File: src/rtl/clk_en_rate_ctrl.sv
// Runtime rate selector for the shared clk_en_2/4/8/16 divider outputs.
// Rate changes are deferred to the common clk_en_16 boundary so en_out never shortens or doubles a period.
module clk_en_rate_ctrl #(
    parameter int unsigned RESET_RATE = 5,
    parameter int unsigned CNT_W      = 16
) (
    input  logic             clk,
    input  logic             rst,
    input  logic             clk_en_2,
    input  logic             clk_en_4,
    input  logic             clk_en_8,
    input  logic             clk_en_16,
    input  logic             cfg_valid,
    input  logic [2:0]       cfg_rate,
    output logic             cfg_ready,
    input  logic             sync_err_clr,
    output logic             en_out,
    output logic [2:0]       rate_cur,
    output logic             pending,
    output logic             cfg_err,
    output logic             sync_err,
    output logic [CNT_W-1:0] en_count
);

    localparam int unsigned RATE_W = 3;

    localparam logic [RATE_W-1:0] RATE_ALL  = RATE_W'(0);
    localparam logic [RATE_W-1:0] RATE_D2   = RATE_W'(1);
    localparam logic [RATE_W-1:0] RATE_D4   = RATE_W'(2);
    localparam logic [RATE_W-1:0] RATE_D8   = RATE_W'(3);
    localparam logic [RATE_W-1:0] RATE_D16  = RATE_W'(4);
    localparam logic [RATE_W-1:0] RATE_OFF  = RATE_W'(5);
    localparam logic [RATE_W-1:0] RATE_INIT = RATE_W'(RESET_RATE);

    localparam logic [CNT_W-1:0] CNT_MAX = '1;

    typedef enum logic [0:0] {
        ST_IDLE = 1'b0,
        ST_WAIT = 1'b1
    } state_t;

    state_t            state;
    logic [RATE_W-1:0] rate_nxt;
    logic              apply_c;
    logic              phase_fault_c;

    // The apply edge is the first clk_en_16 cycle seen while a request is parked.
    assign apply_c = (state == ST_WAIT) && clk_en_16;

    // A faster enable must always be high whenever a slower one is.
    assign phase_fault_c = (clk_en_16 && !(clk_en_2 && clk_en_4 && clk_en_8))
                         || (clk_en_8 && !clk_en_4)
                         || (clk_en_4 && !clk_en_2);

    // Strobe mux; every non-off rate is high in the boundary cycle, which makes the switch seamless.
    always_comb begin
        en_out = 1'b0;
        case (rate_cur)
            RATE_ALL: en_out = 1'b1;
            RATE_D2:  en_out = clk_en_2;
            RATE_D4:  en_out = clk_en_4;
            RATE_D8:  en_out = clk_en_8;
            RATE_D16: en_out = clk_en_16;
            default:  en_out = 1'b0;
        endcase
    end

    // Request handshake and boundary-aligned apply.
    always_ff @(posedge clk or negedge rst) begin
        if (!rst) begin
            state     <= ST_IDLE;
            cfg_ready <= 1'b1;
            pending   <= 1'b0;
            cfg_err   <= 1'b0;
            rate_cur  <= RATE_INIT;
            rate_nxt  <= RATE_INIT;
        end else begin
            cfg_err <= 1'b0;
            case (state)
                ST_IDLE: begin
                    if (cfg_valid) begin
                        if (cfg_rate <= RATE_OFF) begin
                            rate_nxt  <= cfg_rate;
                            state     <= ST_WAIT;
                            cfg_ready <= 1'b0;
                            pending   <= 1'b1;
                        end else begin
                            cfg_err <= 1'b1;
                        end
                    end
                end
                ST_WAIT: begin
                    if (clk_en_16) begin
                        rate_cur  <= rate_nxt;
                        state     <= ST_IDLE;
                        cfg_ready <= 1'b1;
                        pending   <= 1'b0;
                    end
                end
                default: begin
                    state     <= ST_IDLE;
                    cfg_ready <= 1'b1;
                    pending   <= 1'b0;
                end
            endcase
        end
    end

    // Saturating strobe counter; the boundary strobe belongs to the old rate, so apply wins.
    always_ff @(posedge clk or negedge rst) begin
        if (!rst) begin
            en_count <= '0;
        end else if (apply_c) begin
            en_count <= '0;
        end else if (en_out && (en_count != CNT_MAX)) begin
            en_count <= en_count + CNT_W'(1);
        end
    end

    // Sticky phase error; a fresh fault beats a simultaneous clear.
    always_ff @(posedge clk or negedge rst) begin
        if (!rst) begin
            sync_err <= 1'b0;
        end else if (phase_fault_c) begin
            sync_err <= 1'b1;
        end else if (sync_err_clr) begin
            sync_err <= 1'b0;
        end
    end

endmodule

File: config.mk
export PLATFORM = sky130hd
export DESIGN_NAME = clk_en_rate_ctrl
export DESIGN_NICKNAME = d
export VERILOG_FILES = /design/src/rtl/clk_en_rate_ctrl.sv
export SDC_FILE = /design/constraint.sdc
export NUM_CORES = 1
export LEC_CHECK = 0
export CORE_ASPECT_RATIO = 0.75
export CORE_MARGIN = 4
export CORE_UTILIZATION = 49
export CTS_CLUSTER_SIZE = 10
export DETAILED_ROUTE_END_ITERATION = 10
export HOLD_SLACK_MARGIN = 0.06
export PLACE_DENSITY = 0.79
export SYNTH_ARGS = -nofsm -noshare
export SYNTH_HDL_FRONTEND = slang
export SYNTH_SLANG_ARGS = --single-unit
File: constraint.sdc
create_clock -name clk -period 1.9 [get_ports clk]
set_input_delay 0.38 -clock clk [delete_from_list [all_inputs] [get_ports clk]]
set_output_delay 0.38 -clock clk [all_outputs]
set_load 0.005 [all_outputs]
Word level (Yosys, flattened, before mapping)
Cells that the tools add are included.

Flip-flop bits (word level): 27. Bits of input ports: 11. Word-level logic and storage cells: 57.

Add/sub/neg operators: 1. $lt $le $gt $ge: 1. Equality and inequality tests: 8. Multiplexer cells: 20. Bitwise logic cells: 1. Reductions and logical operators: 18.

Operators with widths (count): 2-to-1 mux 16 bit (2); adder 16 x 1 -> 16 bit (second input constant) (1); != test 16 bit (second input constant) (1); 2-to-1 mux 1 bit (14); logical AND 1 bit (7); equality test 3 x 2 -> 1 bit (second input constant) (2); != test 2 bit (second input constant) (3); case mux 1 bit (2 select lines) (3); AND reduction 3 bit (2); case mux 1 bit (5 select lines) (1); nonzero test 2 bit (2); equality test 3 x 1 -> 1 bit (second input constant) (1); equality test 3 bit (second input constant) (1); <= comparator 3 bit (second input constant) (1); zero test 1 bit (3); zero test 3 bit (1); logical OR 1 bit (2); AND reduction 2 bit (1); NOT 1 bit (1).

Depth between registers and ports, before layout
Gate-level depths: netlist (run 1).

Depth after elaboration: 7. Depth in mapped cells: 7. Mapped depth without buffers: 6.

Least setup slack after synthesis (run 1)
Ideal clock, no wire load.

Path kind: register to register. Start point: register rate_cur[0]. End point: register en_count[6]. Library setup time: 78 ps. Arrival time: 1647 ps. Data required time: 1822 ps. Path slack: 175 ps. Stages on the path, launching flop included: 7. Buffers on the path: 1. Period minus slack after synthesis: 1725 ps. Cells stage by stage: dfstp_2 and4b_1 a21o_4 nor2_2 buf_6 or4_1 a21oi_1.

Cells in the longest elaborated chain, start to end: 4. Elaborated cells on any way between the ends: 8. Classes of those cells: eq/ne (4); mux (1); reduce/logical (3).

Ends and longest elaborated chain: from (decl) (line 18) `output logic [2:0] rate_cur,`; from (signal assigned) (line 94) `rate_cur <= rate_nxt;`; equality test 3 bit, or another cell as far along (line 58) `case (rate_cur)`; case mux 1 bit (5 select lines) * (line 58); logical AND 1 bit * (line 115) `end else if (en_out && (en_count != CNT_MAX)) begin`; nonzero test 2 bit (no source line) *; to (signal assigned) (line 116) `en_count <= en_count + CNT_W'(1);`; to (decl) (line 22) `output logic [CNT_W-1:0] en_count`.

Every way passes the cells marked *; elsewhere a longest branch is shown, timed or not. A chain may end at the register's enable or synchronous reset.

Final worst setup path (run 1)
Start point: register rate_cur[2]. End point: output en_out.

Cells in the longest elaborated chain, start to end: 2. Elaborated cells on any way between the ends: 6. Classes of those cells: eq/ne (4); mux (1); reduce/logical (1).

Ends and longest elaborated chain: equality test 3 bit, or another cell as far along (line 58); case mux 1 bit (5 select lines) * (line 58); to (decl) (line 17) `output logic en_out,`.

Marked as above.

==> results of run 1 <==
==> Yosys cell counts (2+ instances only) <==
master | instances | area [sq um]
nand2_1 | 20 | 75.1
nor3_1 | 3 | 15.0
inv_1 | 3 | 11.3
and2_1 | 2 | 12.5
clkbuf_1 | 2 | 7.51
or3_1 | 4 | 25.0
o21a_1 | 2 | 15.0
o21ai_1 | 5 | 25.0
buf_6 | 2 | 22.5
xnor2_1 | 4 | 35.0
o31ai_1 | 2 | 15.0
nor2_1 | 22 | 82.6
a2111oi_1 | 3 | 30.0
nand4_1 | 2 | 12.5
nand3_1 | 6 | 30.0
a31oi_1 | 3 | 18.8
and3_1 | 2 | 12.5
nand2b_1 | 5 | 31.3
dfstp_2 | 5 | 131
o21ai_0 | 4 | 20.0
or4_1 | 3 | 22.5
dfrtp_1 | 22 | 551
a41o_1 | 2 | 20.0
a21oi_1 | 10 | 50.1
==> stage by stage <==
step	hold WS, ns	std cells	power [mW]	area [sq um]
after floorplan	0.0844	156	1.03	1460
after global placement	0.445	243	1.37	1970
after detailed placement	0.446	243	1.40	1970
after CTS	0.460	247	1.74	2030
after global routing	0.441	247	1.85	2060
final	0.414	247	1.74	2060
==> flip-flops by register name, summed over array words and instances (netlist names) <==
name and flops:
en_count 16, rate_cur 3, rate_nxt 3, cfg_err 1, cfg_ready 1, pending 1, state 1, sync_err 1
==> final cells by class <==
type	instances	area, sq um
clock buffer	4	45.0
tap	36	45.0
fill	205	667
timing repair buffer	55	498
sequential	27	682
inverter	3	11.3
multi-input combinational	122	774
==> power by group through the flow <==
stage | registers, mW | logic, mW | clock network, mW
final | 0.752 | 0.663 | 0.328
after global routing | 0.764 | 0.729 | 0.359
after detailed placement | 0.757 | 0.644 | 0
after CTS | 0.750 | 0.653 | 0.333
after global placement | 0.751 | 0.621 | 0
after floorplan | 0.759 | 0.274 | 0
==> repair_timing <==
| action | in CTS | in global routing |
|---|---|---|
| setup endpoints to repair | 1 | 6 |
| endpoints found under the hold margin | 0 | 0 |
| pin swaps | 2 | 1 |
| resized for setup | 7 | 7 |
==> logic make-up after synthesis <==
logic type | after synthesis
adders and majority gates | 1
xor gates and xnor gates | 4
AOI/OAI and AO/OA | 38
buffers and inverters | 7
muxes | 2
DFF | 27
and+or+nand+nor | 77
==> routing by layer <==
layer,part of all wire [%],vias up
li1,-,675
met3,6.9,2
met4,0.50,0
met5,0,-
met1,44,677
met2,48,57
==> critical path, stage by stage, from the launching register on <==
cell     delay [ns]
dfstp_2        0.56
and4b_1        0.22
a21o_4         0.20
nor2_4         0.11
inv_2          0.04
buf_2          0.12
==> worst paths after layout <==
check | to | slack [ns]
worst max register to register | en_count[4] | 0.03
min in group asynchronous | en_count[10] | 0.47
worst min register to register | rate_cur[0] | 0.45
worst min-delay path | sync_err | 0.41
worst max-delay path | en_out | 0.006
max in group asynchronous | rate_nxt[2] | 1.13
==> flow_summary_export.csv, run 1 <==
group,metric,value,unit
finish,finalNetCount,224,
hold_path,hold_start,"clk_en_8",
synth,ys_types,42,
grt,grt_pass1_wl,6570,um
clock_network,clock_sinks,27,
grt,grtUsageTotal,20.7,%
timing,relSlewSlack,71.3,%
clock_network,cts_tree,"built",
finish,syn_to_final_growth,40.8,%
power_and_ir_drop,p_leak,0.911,nW
synth,yosys_warnings,0,
clock_network,ctsHoldBuffers,0,
routing,ant_nets,0,
timing,fmax,528,MHz
power_and_ir_drop,power_frac_seq,43.1,%
synth,netlist_instances,156,
clock_network,clock_path_buffers,2,
synth,ys.flop_type,"dfrtp_1",
timing,rsz0062_at_grt,"yes",
worst_setup_path,r2r_cells,6,
timing,setup_tns,0,ns
grt,gr-usage-met1,28.1,%
floorplanning,die_area,3930,sq um
clock_network,cts_setup_buffers,0,
finish,final_cell_mix,"clkdlybuf4s50_1 (31), nor2_1 (22), dfrtp_1 (22)",
timing,setup_ws,0.00569,ns
grt,antenna_found_initial,0,
grt,grt_pass1_vias,1424,
power_and_ir_drop,p_per_area,848,nW/um^2
worst_setup_path,arrival,1.51,ns
finish,final_common_cell,"clkdlybuf4s50_1",
floorplanning,ios,35,
worst_setup_path,cp-start-kind,"flop",
grt,grt_max_degree,28,
finish,fin_util,75.5,%
worst_setup_path,path_class,"flop to output port",
timing,timing.final.crit_share,99.7,%
routing,drtIter0Drc,79,
timing,finalClockSkew,0.00527,ns
timing,period_needed,1.89,ns
clock_network,clock-root-buffer,"clkbuf_8",
routing,vias_per_cell,5.71,
grt,grtUsageMet3,4.89,%
grt,use_met2,34.5,%
worst_setup_path,critPathLaunch,"rate_cur[2]",
hold_path,hold_depth,3,
finish,antenna_cells,0,
power_and_ir_drop,internal_power,1.19,mW
job,drv_cap,0,
clock_network,cts.clk_slew.worst_paths,0.09,ns
synth,netlist_area,1460,sq um
worst_setup_path,rr_startpoint,"rate_cur[0]",
synth,syn_avg_cell_area,9.36,sq um
worst_setup_path,worst-path-max-fanout,4,
routing,drtPass1Iterations,4,
hold_path,hold_class,"input pin to flop",
synth,synth_top_family_by_area,"simple AND/OR/NAND/NOR gates",
worst_setup_path,end_kind,"output port",
synth,synth_seq_cells,27,
synth,yosys.area_share.adder,0.857,%
routing,wl,3820,um
routing,vias,1411,
placement,gp_congestion,0.837,
floorplanning,initial_core_util,53.6,%
grt,grt.busiest_layer,"met2",
floorplanning,num_rows,16,
placement,post-dp-hpwl,2820,um
routing,wire_per_inst,15.5,um
finish,drive_above_1_share,21.3,%
status,run_status,"complete, no violations",
timing,finalHoldViolations,0,
clock_network,cts-htree-levels,1,
timing,tightest_slew,0.429,ns
worst_setup_path,crit_required,1.52,ns
synth,synth_mux_area_share,1.46,%
power_and_ir_drop,power_switching,0.557,mW
placement,post-place-ws,-0.373,ns
power_and_ir_drop,peakVddDrop,560,uV
routing,drc,0,
power_and_ir_drop,pwr-share-clk,18.8,%
synth,synth-edff-count,0,
power_and_ir_drop,switching_share,32.0,%
clock_network,worst_skew_pair.late_latency,0.27,ns
grt,grt_remaining_overflow,0,
synth,ys_async_sr_fraction,100,%
floorplanning,fp.dieW,71.0,um
timing,final_max_slew_viol_count,0,
synth,synth_xor_area_share,2.40,%
floorplanning,die_h,55.3,um
synth,syn_nets,168,
floorplanning,fp.coreArea,2720,sq um
placement,port_buffers,34,
clock_network,numCtsBuffers,3,
synth,synth_compound_area_share,18.3,%
power_and_ir_drop,p_comb_share,38.1,%
synth,yosysSeqAreaShare,46.7,%
timing,setup-violations-final,0,
synth,synthSimpleGateAreaFrac,27.4,%
No activity file was read; power rests on OpenSTA's default activity.
==> inputs of run 2 (changes only) <==
Settings changed: CORE_ASPECT_RATIO 0.75 to 1.1, GPL_ROUTABILITY_DRIVEN set to 0.
Clock period 1.9 ns to 2.1 ns, I/O delays scaled along.
==> run 2 against run 1 <==
  * Combinational power shrank 19%
  * Clock skew rose by 0.0016 ns
  * Highest routed layer unchanged
  * Largest power group unchanged
  * Largest cell class unchanged
  * Critical path type is now input pin to output port
  * Sequential cell count unchanged
  * Sequential share of layout area grew 1.9 points
==> flow_summary_export.csv, run 2 (synthesis gave the netlist of run 1 again) <==
group,metric,value,unit
grt,grtUsageTotal,20.4,%
grt,grt_pass1_vias,1388,
timing,relSlewSlack,67.4,%
power_and_ir_drop,peakVddDrop,518,uV
timing,tightest_slew,0.487,ns
worst_setup_path,cp-start-kind,"input pin",
finish,top_register,"en_count",
grt,grt_pass1_wl,6240,um
clock_network,worst_skew_pair.late_latency,0.33,ns
finish,antenna_cells,0,
worst_setup_path,crit_required,1.68,ns
finish,final_cell_mix,"clkdlybuf4s50_1 (33), nor2_1 (22), dfrtp_1 (22)",
clock_network,ctsHoldBuffers,0,
power_and_ir_drop,switching_share,32.4,%
worst_setup_path,crit_path_max_incr_delay,0.43,ns
timing,fmax,496,MHz
timing,period_needed,2.02,ns
timing,rsz0062_at_grt,"no",
worst_setup_path,end_kind,"output port",
grt,antenna_found_initial,0,
power_and_ir_drop,power_switching,0.472,mW
floorplanning,fp.coreArea,2800,sq um
timing,finalHoldViolations,0,
grt,grt_remaining_overflow,0,
status,run_status,"complete, no violations",
routing,drtPass1Iterations,4,
clock_network,clock-root-buffer,"clkbuf_4",
power_and_ir_drop,p_comb_share,37.1,%
worst_setup_path,crit_chain,"clkdlybuf4s50_1 -> nand2b_1 -> a22o_4 -> nor2_4 -> inv_1 -> clkbuf_2",
grt,grt_max_degree,28,
routing,ant_nets,0,
clock_network,clock_sinks,27,
routing,vias_per_cell,5.74,
placement,post-dp-hpwl,2770,um
clock_network,clock_path_buffers,2,
finish,n_fill_cell,230,
hold_path,hold_class,"input pin to asynchronous set/reset pin",
clock_network,cts-htree-levels,1,
timing,whs,0.435,ns
finish,syn_to_final_growth,33.1,%
finish,fin_util,69.3,%
floorplanning,ios,35,
floorplanning,die_h,65.3,um
clock_network,numCtsBuffers,3,
timing,setup-violations-final,0,
finish,final_common_cell,"clkdlybuf4s50_1",
timing,timing.final.crit_share,96.0,%
floorplanning,die_area,3920,sq um
job,drv_cap,0,
floorplanning,initial_core_util,52.1,%
finish,top_regs,"en_count x16, rate_cur x3, rate_nxt x3",
placement,port_buffers,34,
floorplanning,num_rows,20,
routing,drtIter0Drc,77,
worst_setup_path,crit_path_top_delay_cell,"clkdlybuf4s50_1",
routing,vias,1360,
power_and_ir_drop,power_frac_seq,47.3,%
clock_network,cts.clk_slew.worst_paths,0.14,ns
timing,finalClockSkew,0.00690,ns
clock_network,cts_tree,"built",
worst_setup_path,worst-path-max-fanout,2,
routing,drc,0,
power_and_ir_drop,pwr-share-clk,15.6,%
finish,largest_reg_flops,16,
finish,drive_above_1_share,15.7,%
routing,wl,3650,um
worst_setup_path,path_class,"input pin to output port",
power_and_ir_drop,p_leak,0.841,nW
routing,wire_per_inst,15.4,um
finish,finalNetCount,217,
timing,final_max_slew_viol_count,0,
power_and_ir_drop,p_per_area,749,nW/um^2
floorplanning,fp.dieW,60.1,um
power_and_ir_drop,internal_power,0.984,mW
worst_setup_path,arrival,1.60,ns
## run 2: power groups by stage
| stage | clock (mW) | combinational [mW] | sequential, mW |
|---|---|---|---|
| after detailed placement | 0 | 0.512 | 0.699 |
| after floorplan | 0 | 0.248 | 0.687 |
| after global routing | 0.252 | 0.598 | 0.702 |
| after global placement | 0 | 0.502 | 0.693 |
| after CTS | 0.237 | 0.544 | 0.686 |
| final | 0.228 | 0.540 | 0.689 |
## run 2: layer usage
metal	wire, um	vias up	share of wire [%]	global-route usage, %
li1	-	665	-	-
met1	1590	663	44	25.9
met2	1910	25	52	35.4
met3	95	7	2.6	1.96
met4	59	0	1.6	7.20
met5	0	-	0	0
## run 2: what timing repair did
action                     CTS  global route
setup endpoints to repair    1             1
buffers inserted             2             0
pin swaps                    1             0
gates resized for setup      3             1
## run 2: final timing paths
check,from,slack [ns],depth (start not counted),endpoint
max reg2reg,rate_cur[0],0.10,7,en_count[6]
max in group asynchronous,rst,1.36,2,rate_nxt[2]
min in group clk,rate_nxt[2],0.47,2,rate_cur[2]
min reg2reg,rate_nxt[2],0.47,2,rate_cur[2]
max,clk_en_4,0.08,6,en_out
min,rst,0.44,2,sync_err
## run 2: worst max-delay path: cells and delay by family
family / cells / cell delay (ns)
and+or+nand+nor: 2 / 0.31
AOI/OAI and AO/OA: 1 / 0.27
buffers and inverters: 3 / 0.60
## run 2: cell type report
cell class / count / area (sq um) / share of cell area (%)
Timing Repair Buffer: 48 / 440 / 22.7
Inverter: 3 / 11.3 / 0.580
Tap cell: 33 / 41.3 / 2.12
Multi-Input combinational cell: 122 / 742 / 38.2
Clock buffer: 4 / 26.3 / 1.35
Sequential cell: 27 / 682 / 35.1
## run 2: stage by stage
stage          cells  cell area (sq um)  power, mW  setup TNS [ns]  worst slack (ns)
5_1_grt          237               1940       1.55               0            0.0353
2_1_floorplan    156               1460      0.934               0             0.375
6_report         237               1940       1.46               0            0.0832
3_3_place_gp     231               1900       1.19          -0.401            -0.248
3_5_place_dp     231               1900       1.21          -0.591            -0.285
4_1_cts          237               1950       1.47               0           0.00433
==> inputs of run 3 (changes only) <==
Settings changed: MAX_ROUTING_LAYER set to met4, SKIP_CTS_REPAIR_TIMING set to 1.
==> run 3 against run 2 <==
  * Final cell count shrank 0.42%
  * Non-clock buffer count shrank 1
  * Power shrank 0.59%
  * Die area is the same
==> flow_summary_export.csv, run 3 (synthesis gave the netlist of run 1 again) <==
group,metric,value,unit
clock_network,clock_path_buffers,2,
routing,wl,3620,um
routing,drtPass1Iterations,4,
clock_network,cts-htree-levels,1,
finish,final_cells,236,
timing,period_needed,2.01,ns
clock_network,cts.clk_slew.worst_paths,0.14,ns
worst_setup_path,cp-start-kind,"input pin",
finish,syn_to_final_growth,32.7,%
worst_setup_path,reg2reg_setup_slack,0.19,ns
clock_network,clock-root-buffer,"clkbuf_4",
worst_setup_path,crit_required,1.68,ns
timing,fmax,497,MHz
status,run_status,"complete, no violations",
grt,antenna_found_initial,0,
floorplanning,ios,35,
routing,wire_per_inst,15.3,um
routing,ant_nets,0,
floorplanning,fp.coreArea,2800,sq um
job,drv_cap,0,
finish,finalNetCount,216,
grt,grt_remaining_overflow,0,
finish,final_common_cell,"clkdlybuf4s50_1",
hold_path,hold_class,"input pin to asynchronous set/reset pin",
timing,final_max_slew_viol_count,0,
routing,drtIter0Drc,54,
finish,fin_util,69.2,%
finish,top_register,"en_count",
finish,final_cell_mix,"clkdlybuf4s50_1 (33), dfrtp_1 (22), nor2_1 (21)",
timing,setup_tns,0,ns
grt,grtUsageTotal,20.7,%
placement,post-place-ws,-0.285,ns
finish,drive_above_1_share,16.3,%
placement,place_inst,231,
finish,seq_area,682,sq um
timing,rsz0062_at_grt,"no",
clock_network,cts_tree,"built",
finish,antenna_cells,0,
worst_setup_path,path_class,"input pin to output port",
timing,tightest_slew,0.485,ns
timing,finalClockSkew,0.00547,ns
timing,setup-violations-final,0,
floorplanning,die_area,3920,sq um
worst_setup_path,end_kind,"output port",
routing,drc,0,
routing,vias,1359,
timing,relSlewSlack,67.6,%
floorplanning,num_rows,20,
floorplanning,initial_core_util,52.1,%
floorplanning,die_h,65.3,um
routing,vias_per_cell,5.76,
timing,setup_ws,0.0865,ns
clock_network,worst_skew_pair.late_latency,0.33,ns
worst_setup_path,worst-path-max-fanout,3,
placement,port_buffers,34,
power_and_ir_drop,peakVddDrop,516,uV
grt,grt_pass1_vias,1379,
finish,largest_reg_flops,16,
timing,timing.final.crit_share,95.9,%
clock_network,clock_sinks,27,
clock_network,numCtsBuffers,3,
power_and_ir_drop,p_leak,0.836,nW
timing,finalHoldViolations,0,
finish,multi_input_area,744,sq um
finish,top_regs,"en_count x16, rate_cur x3, rate_nxt x3",
grt,grt_pass1_wl,6190,um
floorplanning,fp.dieW,60.1,um
power_and_ir_drop,p_per_area,747,nW/um^2
worst_setup_path,arrival,1.59,ns
finish,n_fill_cell,229,
placement,post-dp-hpwl,2770,um
power_and_ir_drop,total_power,1.45,mW
grt,grt_max_degree,28,
==> run 3: cell count changes in the layout (fill, tap and decap cells not counted) <==
| cell | before | now |
|---|---|---|
| buf_4 | 14 | 13 |
| inv_1 | 3 | 2 |
| inv_2 | 0 | 1 |
| nor2_1 | 22 | 21 |
| nor2_2 | 0 | 1 |
==> run 3: layout make-up <==
| class | instances | area share [%] |
|---|---|---|
| clock buffers | 4 | 1.36 |
| inverters | 3 | 0.581 |
| multi-input cells | 122 | 38.4 |
| flip-flops and latches | 27 | 35.2 |
| well taps | 33 | 2.13 |
| repair buffers | 47 | 22.3 |
==> run 3: path summary, 6_finish.rpt <==
kind	from	to	cells after the start
min in group clk	rate_nxt[2]	rate_cur[2]	2
setup / recovery	clk_en_4	en_out	6
hold reg to reg	rate_nxt[2]	rate_cur[2]	2
max in group asynchronous	rst	rate_nxt[2]	2
setup reg to reg	en_count[0]	en_count[14]	6
hold / removal	rst	sync_err	2
==> run 3: per-layer routing <==
layer  part of all wire, %  global-route usage, %  vias up  wire length [um]
li1                      -                      -      666                 -
met1                    43                   25.7      656              1550
met2                    52                   34.9       28              1880
met3                   3.1                   1.96        9               112
met4                   2.0                   7.20        0                74
met5                     0                      -        -                 0
==> run 3: worst max-delay path, cell delays in order <==
cell	delay, ns
clkdlybuf4s50_1	0.43
nand2b_1	0.18
a22o_4	0.27
nor2_4	0.14
inv_2	0.05
clkbuf_2	0.11
==> run 3: power breakdown <==
part	total [mW]	switching [mW]	internal, mW
clock	0.226	0.152	0.0745
sequential	0.691	0.0825	0.608
combinational	0.530	0.234	0.296
total	1.45	0.469	0.979
==> run 3: stage by stage <==
stage               hold WS [ns]  cell area (sq um)
CTS                        0.441               1930
finish                     0.437               1940
floorplan                  0.124               1460
detailed placement         0.449               1900
global placement           0.441               1900
global route               0.455               1940
